===== src/rtl/pc_fetch_unit_if.sv =====
// Front-end fetch bus: decode-side next-PC selection in, instruction-memory
// request and PC status out. "master" is the fetch unit, "slave" its surroundings.
interface pc_fetch_unit_if #(
    parameter int WIDTH = 16
);
    logic [2:0]       pc_src;
    logic             pc_src_valid;
    logic [WIDTH-1:0] branch_target;
    logic [WIDTH-1:0] jump_target;
    logic [WIDTH-1:0] jreg_target;
    logic             halt;
    logic             stall;
    logic             imem_ready;
    logic             imem_req;
    logic [WIDTH-1:0] imem_addr;
    logic [WIDTH-1:0] pc;
    logic [WIDTH-1:0] pc_plus2;
    logic             fetch_valid;
    logic             halted;
    logic             err;

    modport master (
        input  pc_src, pc_src_valid, branch_target, jump_target, jreg_target,
               halt, stall, imem_ready,
        output imem_req, imem_addr, pc, pc_plus2, fetch_valid, halted, err
    );

    modport slave (
        output pc_src, pc_src_valid, branch_target, jump_target, jreg_target,
               halt, stall, imem_ready,
        input  imem_req, imem_addr, pc, pc_plus2, fetch_valid, halted, err
    );
endinterface


===== src/rtl/pc_fetch_unit.sv =====
// Multi-cycle fetch/next-PC stage: FETCH waits on imem, DECIDE waits on the
// decoded next-PC select, HALTED is terminal until reset.
module pc_fetch_unit #(
    parameter int               WIDTH    = 16,
    parameter logic [WIDTH-1:0] RESET_PC = '0
) (
    input  logic          clk,
    input  logic          rst,
    pc_fetch_unit_if.master bus
);
    typedef enum logic [1:0] {
        FETCH  = 2'd0,
        DECIDE = 2'd1,
        HALTED = 2'd2
    } state_t;

    localparam logic [2:0] SRC_PLUS2  = 3'b001;
    localparam logic [2:0] SRC_BRANCH = 3'b011;
    localparam logic [2:0] SRC_JUMP   = 3'b100;
    localparam logic [2:0] SRC_JREG   = 3'b010;

    state_t           state;
    logic [WIDTH-1:0] pc_q;
    logic             imem_req_q;
    logic             fetch_valid_q;
    logic             halted_q;
    logic             err_q;
    logic [WIDTH-1:0] pc_plus2;

    assign pc_plus2 = pc_q + WIDTH'(2);

    always_ff @(posedge clk or posedge rst) begin
        if (rst) begin
            state         <= FETCH;
            pc_q          <= RESET_PC;
            imem_req_q    <= 1'b1;
            fetch_valid_q <= 1'b0;
            halted_q      <= 1'b0;
            err_q         <= 1'b0;
        end else begin
            fetch_valid_q <= 1'b0;
            case (state)
                FETCH: begin
                    if (bus.imem_ready) begin
                        state         <= DECIDE;
                        imem_req_q    <= 1'b0;
                        fetch_valid_q <= 1'b1;
                    end
                end
                DECIDE: begin
                    if (bus.pc_src_valid && !bus.stall) begin
                        // halt outranks an illegal select, so a HALT never flags err
                        if (bus.halt) begin
                            state    <= HALTED;
                            halted_q <= 1'b1;
                        end else begin
                            case (bus.pc_src)
                                SRC_PLUS2: begin
                                    pc_q       <= pc_plus2;
                                    state      <= FETCH;
                                    imem_req_q <= 1'b1;
                                end
                                SRC_BRANCH: begin
                                    pc_q       <= bus.branch_target;
                                    state      <= FETCH;
                                    imem_req_q <= 1'b1;
                                end
                                SRC_JUMP: begin
                                    pc_q       <= bus.jump_target;
                                    state      <= FETCH;
                                    imem_req_q <= 1'b1;
                                end
                                SRC_JREG: begin
                                    pc_q       <= bus.jreg_target;
                                    state      <= FETCH;
                                    imem_req_q <= 1'b1;
                                end
                                default: begin
                                    state    <= HALTED;
                                    halted_q <= 1'b1;
                                    err_q    <= 1'b1;
                                end
                            endcase
                        end
                    end
                end
                default: ; // HALTED: frozen until reset
            endcase
        end
    end

    assign bus.pc          = pc_q;
    assign bus.imem_addr   = pc_q;
    assign bus.pc_plus2    = pc_plus2;
    assign bus.imem_req    = imem_req_q;
    assign bus.fetch_valid = fetch_valid_q;
    assign bus.halted      = halted_q;
    assign bus.err         = err_q;
endmodule

===== src/flat_wrapper.sv =====
// flat-port wrapper written by rule: the top's interface ports become plain ports
module pc_fetch_unit_flat 
#(
    parameter int               WIDTH    = 16,
    parameter logic [WIDTH-1:0] RESET_PC = '0
)
  (clk, rst, bus_pc_src, bus_pc_src_valid, bus_branch_target, bus_jump_target, bus_jreg_target, bus_halt, bus_stall, bus_imem_ready, bus_imem_req, bus_imem_addr, bus_pc, bus_pc_plus2, bus_fetch_valid, bus_halted, bus_err);
  pc_fetch_unit_if #(.WIDTH(WIDTH)) bus_i ();
  input  logic clk;
  input  logic rst;
  input wire logic [$bits(bus_i.pc_src)-1:0] bus_pc_src;
  input wire logic [$bits(bus_i.pc_src_valid)-1:0] bus_pc_src_valid;
  input wire logic [$bits(bus_i.branch_target)-1:0] bus_branch_target;
  input wire logic [$bits(bus_i.jump_target)-1:0] bus_jump_target;
  input wire logic [$bits(bus_i.jreg_target)-1:0] bus_jreg_target;
  input wire logic [$bits(bus_i.halt)-1:0] bus_halt;
  input wire logic [$bits(bus_i.stall)-1:0] bus_stall;
  input wire logic [$bits(bus_i.imem_ready)-1:0] bus_imem_ready;
  output wire logic [$bits(bus_i.imem_req)-1:0] bus_imem_req;
  output wire logic [$bits(bus_i.imem_addr)-1:0] bus_imem_addr;
  output wire logic [$bits(bus_i.pc)-1:0] bus_pc;
  output wire logic [$bits(bus_i.pc_plus2)-1:0] bus_pc_plus2;
  output wire logic [$bits(bus_i.fetch_valid)-1:0] bus_fetch_valid;
  output wire logic [$bits(bus_i.halted)-1:0] bus_halted;
  output wire logic [$bits(bus_i.err)-1:0] bus_err;
  assign bus_i.pc_src = bus_pc_src;
  assign bus_i.pc_src_valid = bus_pc_src_valid;
  assign bus_i.branch_target = bus_branch_target;
  assign bus_i.jump_target = bus_jump_target;
  assign bus_i.jreg_target = bus_jreg_target;
  assign bus_i.halt = bus_halt;
  assign bus_i.stall = bus_stall;
  assign bus_i.imem_ready = bus_imem_ready;
  assign bus_imem_req = bus_i.imem_req;
  assign bus_imem_addr = bus_i.imem_addr;
  assign bus_pc = bus_i.pc;
  assign bus_pc_plus2 = bus_i.pc_plus2;
  assign bus_fetch_valid = bus_i.fetch_valid;
  assign bus_halted = bus_i.halted;
  assign bus_err = bus_i.err;
  pc_fetch_unit #(.WIDTH(WIDTH), .RESET_PC(RESET_PC)) u_core (.clk(clk), .rst(rst), .bus(bus_i));
endmodule

===== config.mk =====
export PLATFORM = sky130hd
export DESIGN_NAME = pc_fetch_unit_flat
export DESIGN_NICKNAME = d
export VERILOG_FILES = /design/src/rtl/pc_fetch_unit_if.sv /design/src/rtl/pc_fetch_unit.sv /design/src/flat_wrapper.sv
export SDC_FILE = /design/constraint.sdc
export NUM_CORES = 1
export LEC_CHECK = 0
export ABC_AREA = 1
export BUFFER_PORTS_ARGS = -buffer_cell sky130_fd_sc_hd__buf_4
export CORE_AREA = 4 4 68 70
export CTS_BUF_LIST = sky130_fd_sc_hd__clkbuf_8
export CTS_CLUSTER_DIAMETER = 100
export DETAILED_ROUTE_END_ITERATION = 6
export DIE_AREA = 0 0 72 74
export GPL_TIMING_DRIVEN = 0
export PLACE_DENSITY = 0.83
export SLEW_MARGIN = 10
export SYNTH_ARGS = -nofsm -noshare
export SYNTH_HDL_FRONTEND = slang
export SYNTH_SLANG_ARGS = --single-unit

===== constraint.sdc =====
create_clock -name clk -period 3.8 [get_ports clk]
set_input_delay 0.19 -clock clk [delete_from_list [all_inputs] [get_ports clk]]
set_output_delay 0.19 -clock clk [all_outputs]
set_load 0.05 [all_outputs]

After elaboration in Yosys (flattened, before gate mapping)
Cells that the tools add are included.
{"block": "classes", "add_sub_neg": 1, "multipliers": 0, "div": 0, "order_cmp": 0, "n_eq_ne": 10, "shift": 0, "n_mux": 15, "n_bitwise": 2, "n_reduce_logical": 11}
{"cell": "one-hot mux 16 bit (4 select lines)", "count": 1}
{"cell": "adder 16 x 2 -> 16 bit, second input constant", "count": 1}
{"cell": "2-to-1 mux 1 bit", "count": 8}
{"cell": "2-to-1 mux 2 bit", "count": 4}
{"cell": "AND reduction 4 bit", "count": 2}
{"cell": "equality test 3 x 2 -> 1 bit, second input constant", "count": 2}
{"cell": "!= test 2 bit, second input constant", "count": 3}
{"cell": "AND reduction 3 bit", "count": 2}
{"cell": "AND reduction 5 bit", "count": 1}
{"cell": "!= test 2 x 1 -> 1 bit, second input constant", "count": 2}
{"cell": "one-hot mux 2 bit (2 select lines)", "count": 1}
{"cell": "nonzero test 4 bit", "count": 1}
{"cell": "OR reduction 4 bit", "count": 1}
{"cell": "equality test 3 x 1 -> 1 bit, second input constant", "count": 1}
{"cell": "equality test 3 bit, second input constant", "count": 1}
{"cell": "equality test 2 x 1 -> 1 bit, second input constant", "count": 1}
{"cell": "logical NOT 2 bit", "count": 1}
{"cell": "inverter 1 bit", "count": 2}
{"cell": "one-hot mux 1 bit (2 select lines)", "count": 1}
{"cell": "nonzero test 2 bit", "count": 1}
{"cell": "logical AND 1 bit", "count": 1}
{"cell": "logical NOT 1 bit", "count": 1}
{"block": "totals", "regBits": 22, "latch_bits": 0, "ram_bits": 0, "romBits": 0, "inputBits": 57, "output_inout_bits": 52, "wordCells": 45, "n_memories": 0}

Logic depth before layout (Yosys ltp)
{"block": "logic_depth", "depth_word": 6, "ltp_mapped": 11}

Least setup slack after synthesis
Ideal clock, no wire load.
{"block": "synth_timing", "path_type": "reg2reg", "startpoint": "register u_core.pc_q[2], in the netlist u_core.bus.imem_addr[2]", "endpoint": "register u_core.pc_q[5], in the netlist u_core.bus.imem_addr[5]", "setup_time_ns": 0.066, "t_arrival_ns": 2.292, "t_required_ns": 3.734, "setup_slack_ns": 1.441, "path_stages_with_launch": 8, "period_less_slack_ns": 2.359, "cell_sequence": "dfrtp_1 -> ha_1 -> nand3_1 -> xnor2_1 -> nand2_1 -> nand3_1 -> nand2_1 -> nand2_1"}
{"block": "synth_via", "elab_chain_len": 2}
{"item": "from (decl)", "line": "pc_fetch_unit.sv:23", "text": "logic [WIDTH-1:0] pc_q;"}
{"item": "from (signal assigned)", "line": "pc_fetch_unit.sv:59", "text": "pc_q <= pc_plus2;"}
{"item": "from (signal assigned)", "line": "pc_fetch_unit.sv:64", "text": "pc_q <= bus.branch_target;"}
{"item": "from (signal assigned)", "line": "pc_fetch_unit.sv:69", "text": "pc_q <= bus.jump_target;"}
{"item": "adder 16 x 2 -> 16 bit", "line": "pc_fetch_unit.sv:30", "text": "assign pc_plus2 = pc_q + WIDTH'(2);"}
{"item": "via bus_pc_plus2[5]", "line": "flat_wrapper.sv:22", "text": "output wire logic [$bits(bus_i.pc_plus2)-1:0] bus_pc_plus2;"}
{"item": "one-hot mux 16 bit (4 select lines)", "line": "pc_fetch_unit.sv:57", "text": "case (bus.pc_src)"}
The timed path passes the listed nets, and every way through them passes these cells.
A chain may end at the register's enable or synchronous reset.

Worst setup path after layout
{"block": "layout_timing", "startpoint": "register u_core.pc_q[2], in the netlist u_core.bus.imem_addr[2]", "endpoint": "output port bus_pc_plus2[15]"}
{"block": "layout_via", "elab_chain_len": 1}
{"item": "adder 16 x 2 -> 16 bit", "line": "pc_fetch_unit.sv:30"}
{"item": "to (decl)", "line": "flat_wrapper.sv:22"}
No other way between the ends.

==> summary.log <==
INFO  yosys          ys_async_sr_fraction=1.00
INFO  drt            aggregate_routed_wire_length=6.10mm
INFO  timing         achievable-frequency=491MHz
INFO  timing         layout_worst_path_cycle_share=0.536
INFO  setup_path     worstPathRequired=3.61ns
INFO  setup_path     cpPeakStageDelay=0.46ns
INFO  timing         finalSetupViolations=0
INFO  clocking       postCtsHoldBufs=0
INFO  floorplan      row_count=23
INFO  cells_and_area area_growth_syn_to_layout=46.7%
INFO  yosys          ys_types=24
INFO  clocking       post_cts.resized_instances=0
INFO  setup_path     critical_path.slowest_cell=dfrtp_1
INFO  clocking       clk_transition_reported_paths=0.08ns
INFO  floorplan      core_region_area=0.00397mm^2
INFO  global_routing pin_count_of_the_biggest_net_entering_global_routing=23
INFO  yosys          syn-mean-instance-area=6.20um^2
INFO  place          place.detailed.hpwl=5.00mm
INFO  power          pwr_density_cell=175mW/mm^2
INFO  global_routing vias_in_the_first_global_route=2,278
INFO  yosys          synth.top_cells.by_area=dfrtp_1, nand2_1, nand3_1
INFO  cells_and_area finish.net_count=481
INFO  global_routing global_route.usage.total=0.238
INFO  floorplan      io_pins=109
INFO  drt            drt-pass1-iter-count=5
INFO  worst_hold_path worst_hold_path_type=input pin to asynchronous set/reset pin
INFO  setup_path     critical_path.startpoint_type=flip-flop
INFO  floorplan      chipWidth=72um
INFO  yosys          synth.top_cell.area_share=0.272
INFO  floorplan      initial_core_util=0.487
INFO  power          power_leakage=1.69nW
INFO  place          gp_routability_congestion=0.871
INFO  drt            drt-vias-per-instance=5.10
INFO  yosys          synth_area=0.00193mm^2
INFO  timing         min_period=2.04ns
INFO  timing         maxSlewHeadroom=0.420
INFO  setup_path     rr_worst_depth=8
INFO  clocking       clock_tree.buffer_depth=2
INFO  setup_path     cp-end-kind=output pin
INFO  drt            vias=2,405
INFO  timing         finalMaxSlewViolations=0
INFO  yosys          dominantRegCellSynth=dfrtp_1
INFO  clocking       cts_inserted_buffers=3
INFO  cells_and_area post-route-util=0.714
INFO  cells_and_area antenna-diode-count=0
INFO  run_status     result_of_the_run=finished clean
INFO  yosys          synth-seq-cells=22
INFO  yosys          post_synth_inst_count=312
INFO  yosys          synth_fp_nets=370
INFO  drt            postRouteAntennaNets=0
INFO  timing         tns=0ns
INFO  drt            drt_iter0_markers=143
INFO  setup_path     r2r_slack=2.20ns
INFO  clocking       worstSkewPairLatency=0.27ns
INFO  global_routing grt_pass1_wl=10.2mm
INFO  yosys          synth_sequential_area_ratio=0.285
INFO  clocking       cts_tree=yes
INFO  global_routing antenna_found_initial=0
INFO  cells_and_area layout.filler_cells=376
INFO  drt            wl_per_cell=12.9um
INFO  timing         timing.clock.skew=0.00133ns
INFO  power          worst_ir_drop_vdd=0.0952mV
INFO  clocking       root_buffer=clkbuf_8
INFO  setup_path     arrival_time_worst_endpoint=1.85ns
INFO  timing         final_hold_viol_count=0
INFO  floorplan      floorplan.die_area=0.00533mm^2
INFO  clocking       cts.repair_timing.setup_buffer_count=0
INFO  setup_path     max_fo_critical_path=6
INFO  global_routing overflow=0
INFO  yosys          yosysTopAreaCell=dfrtp_1
INFO  place          port_buffers=106
INFO  cells_and_area mostFrequentLayoutCell=buf_4
INFO  clocking       clock_tree.htree_level_count=1
INFO  drt            drt_drc_violations_left=0
INFO  setup_path     rr_endpoint=u_core.bus.imem_addr[15]
INFO  cells_and_area mostFrequentLayoutCells=buf_4, nand2_1, nor2_1
INFO  floorplan      die_height=74um
INFO  yosys          ys.warnings.count=0
INFO  setup_path     reg2reg_from=u_core.bus.imem_addr[2]
INFO  cells_and_area post_route_cells_drive_above_1_share=0.348
INFO  run            maxCapViolCount=0
INFO  setup_path     category_of_the_critical_setup_timing_path=flip-flop to output pin
INFO  yosys          synth_enable_flop_cells=0
INFO  clocking       numClockSinks=22
INFO  setup_path     crit_path_cell_trace=ha_1 -> nand3_1 -> nor2_1 -> nand4_1 -> nand2_1 -> buf_4
INFO  timing         rsz0062_at_grt=no
INFO  timing         worst_margin_slew=0.868ns
per-layer routing:
layer  vias to the layer above  routed length (um)  global-route usage
li1                       1196                   -                   -
met1                      1112                2370               0.279
met2                        86                3130               0.439
met3                        11                 489              0.0500
met4                         0                 107              0.0710
met5                         -                   0                   0
worst max-delay path: cells and delay by family (launching register included):
kind                     cells  cell delay (ns)
adder cells (fa/ha/maj)      1             0.23
buffers and inverters        1             0.19
flip-flops                   1             0.46
AND/OR/NAND/NOR              4             0.70
layout make-up:
type,instances,area (um^2),share of cell area
clock buffers,3,41.3,0.0146
multi-input cells,229,1060,0.375
well taps,50,62.6,0.0221
inverters,36,135,0.0476
clock inverters,1,3.75,0.00132
flip-flops and latches,22,552,0.195
plain buffers,25,181,0.0640
repair buffers,106,796,0.281
worst max path at each step:
stage	startpoint	depth (start not counted)	to
final	u_core.bus.imem_addr[2]	6	bus_pc_plus2[15]
after global routing	u_core.bus.imem_addr[2]	7	bus_pc_plus2[15]
after global placement	u_core.bus.imem_addr[2]	6	bus_pc_plus2[9]
after detailed placement	u_core.bus.imem_addr[2]	6	bus_pc_plus2[9]
after floorplan	u_core.bus.imem_addr[2]	7	u_core.bus.imem_addr[5]
after CTS	u_core.bus.imem_addr[2]	6	bus_pc_plus2[9]
through the flow:
step / cells / power [mW] / hold slack (ns) / instance area, um^2 / setup WS, ns
after floorplan: 312 / 0.290 / 0.178 / 1930 / 1.44
after global placement: 468 / 0.344 / 0.409 / 2790 / 2.12
after detailed placement: 468 / 0.346 / 0.421 / 2790 / 2.11
after CTS: 472 / 0.496 / 0.129 / 2840 / 1.80
after global routing: 472 / 0.516 / 0.187 / 2840 / 1.55
final: 472 / 0.495 / 0.0998 / 2840 / 1.76
flip-flops by register name (all words and copies together), names as in the netlist:
signal,count
u_core.bus.err,1
u_core.bus.imem_req,1
u_core.bus.imem_addr,16
u_core.state,2
u_core.bus.fetch_valid,1
u_core.bus.halted,1
synthesized netlist by cell type (2+ instances only):
master and count:
nand4_1 18, nand2_4 2, nand3_1 38, buf_4 20, dfrtp_1 21, a21oi_1 7
nand2_1 104, inv_2 4, buf_2 4, xnor2_1 3, o21ai_0 5, and2_1 2
inv_1 32, nor2_1 40, nand3_2 3
report_power, final:
| part | total (mW) | internal [mW] | switching (mW) |
|---|---|---|---|
| clock | 0.155 | 0.0724 | 0.0822 |
| sequential | 0.234 | 0.234 | 0 |
| combinational | 0.107 | 0.0552 | 0.0515 |
cells by family (layout without fill, tap and decap cells):
group,Yosys count,count (layout),synth area share
adders and majority gates,1,1,0.00647
AOI/OAI and AO/OA,15,15,0.0414
and+or+nand+nor,210,210,0.489
xor gates and xnor gates,3,3,0.0136
DFF,22,22,0.285
buffers and inverters,61,171,0.164
Power figures use the tool's default switching activity.
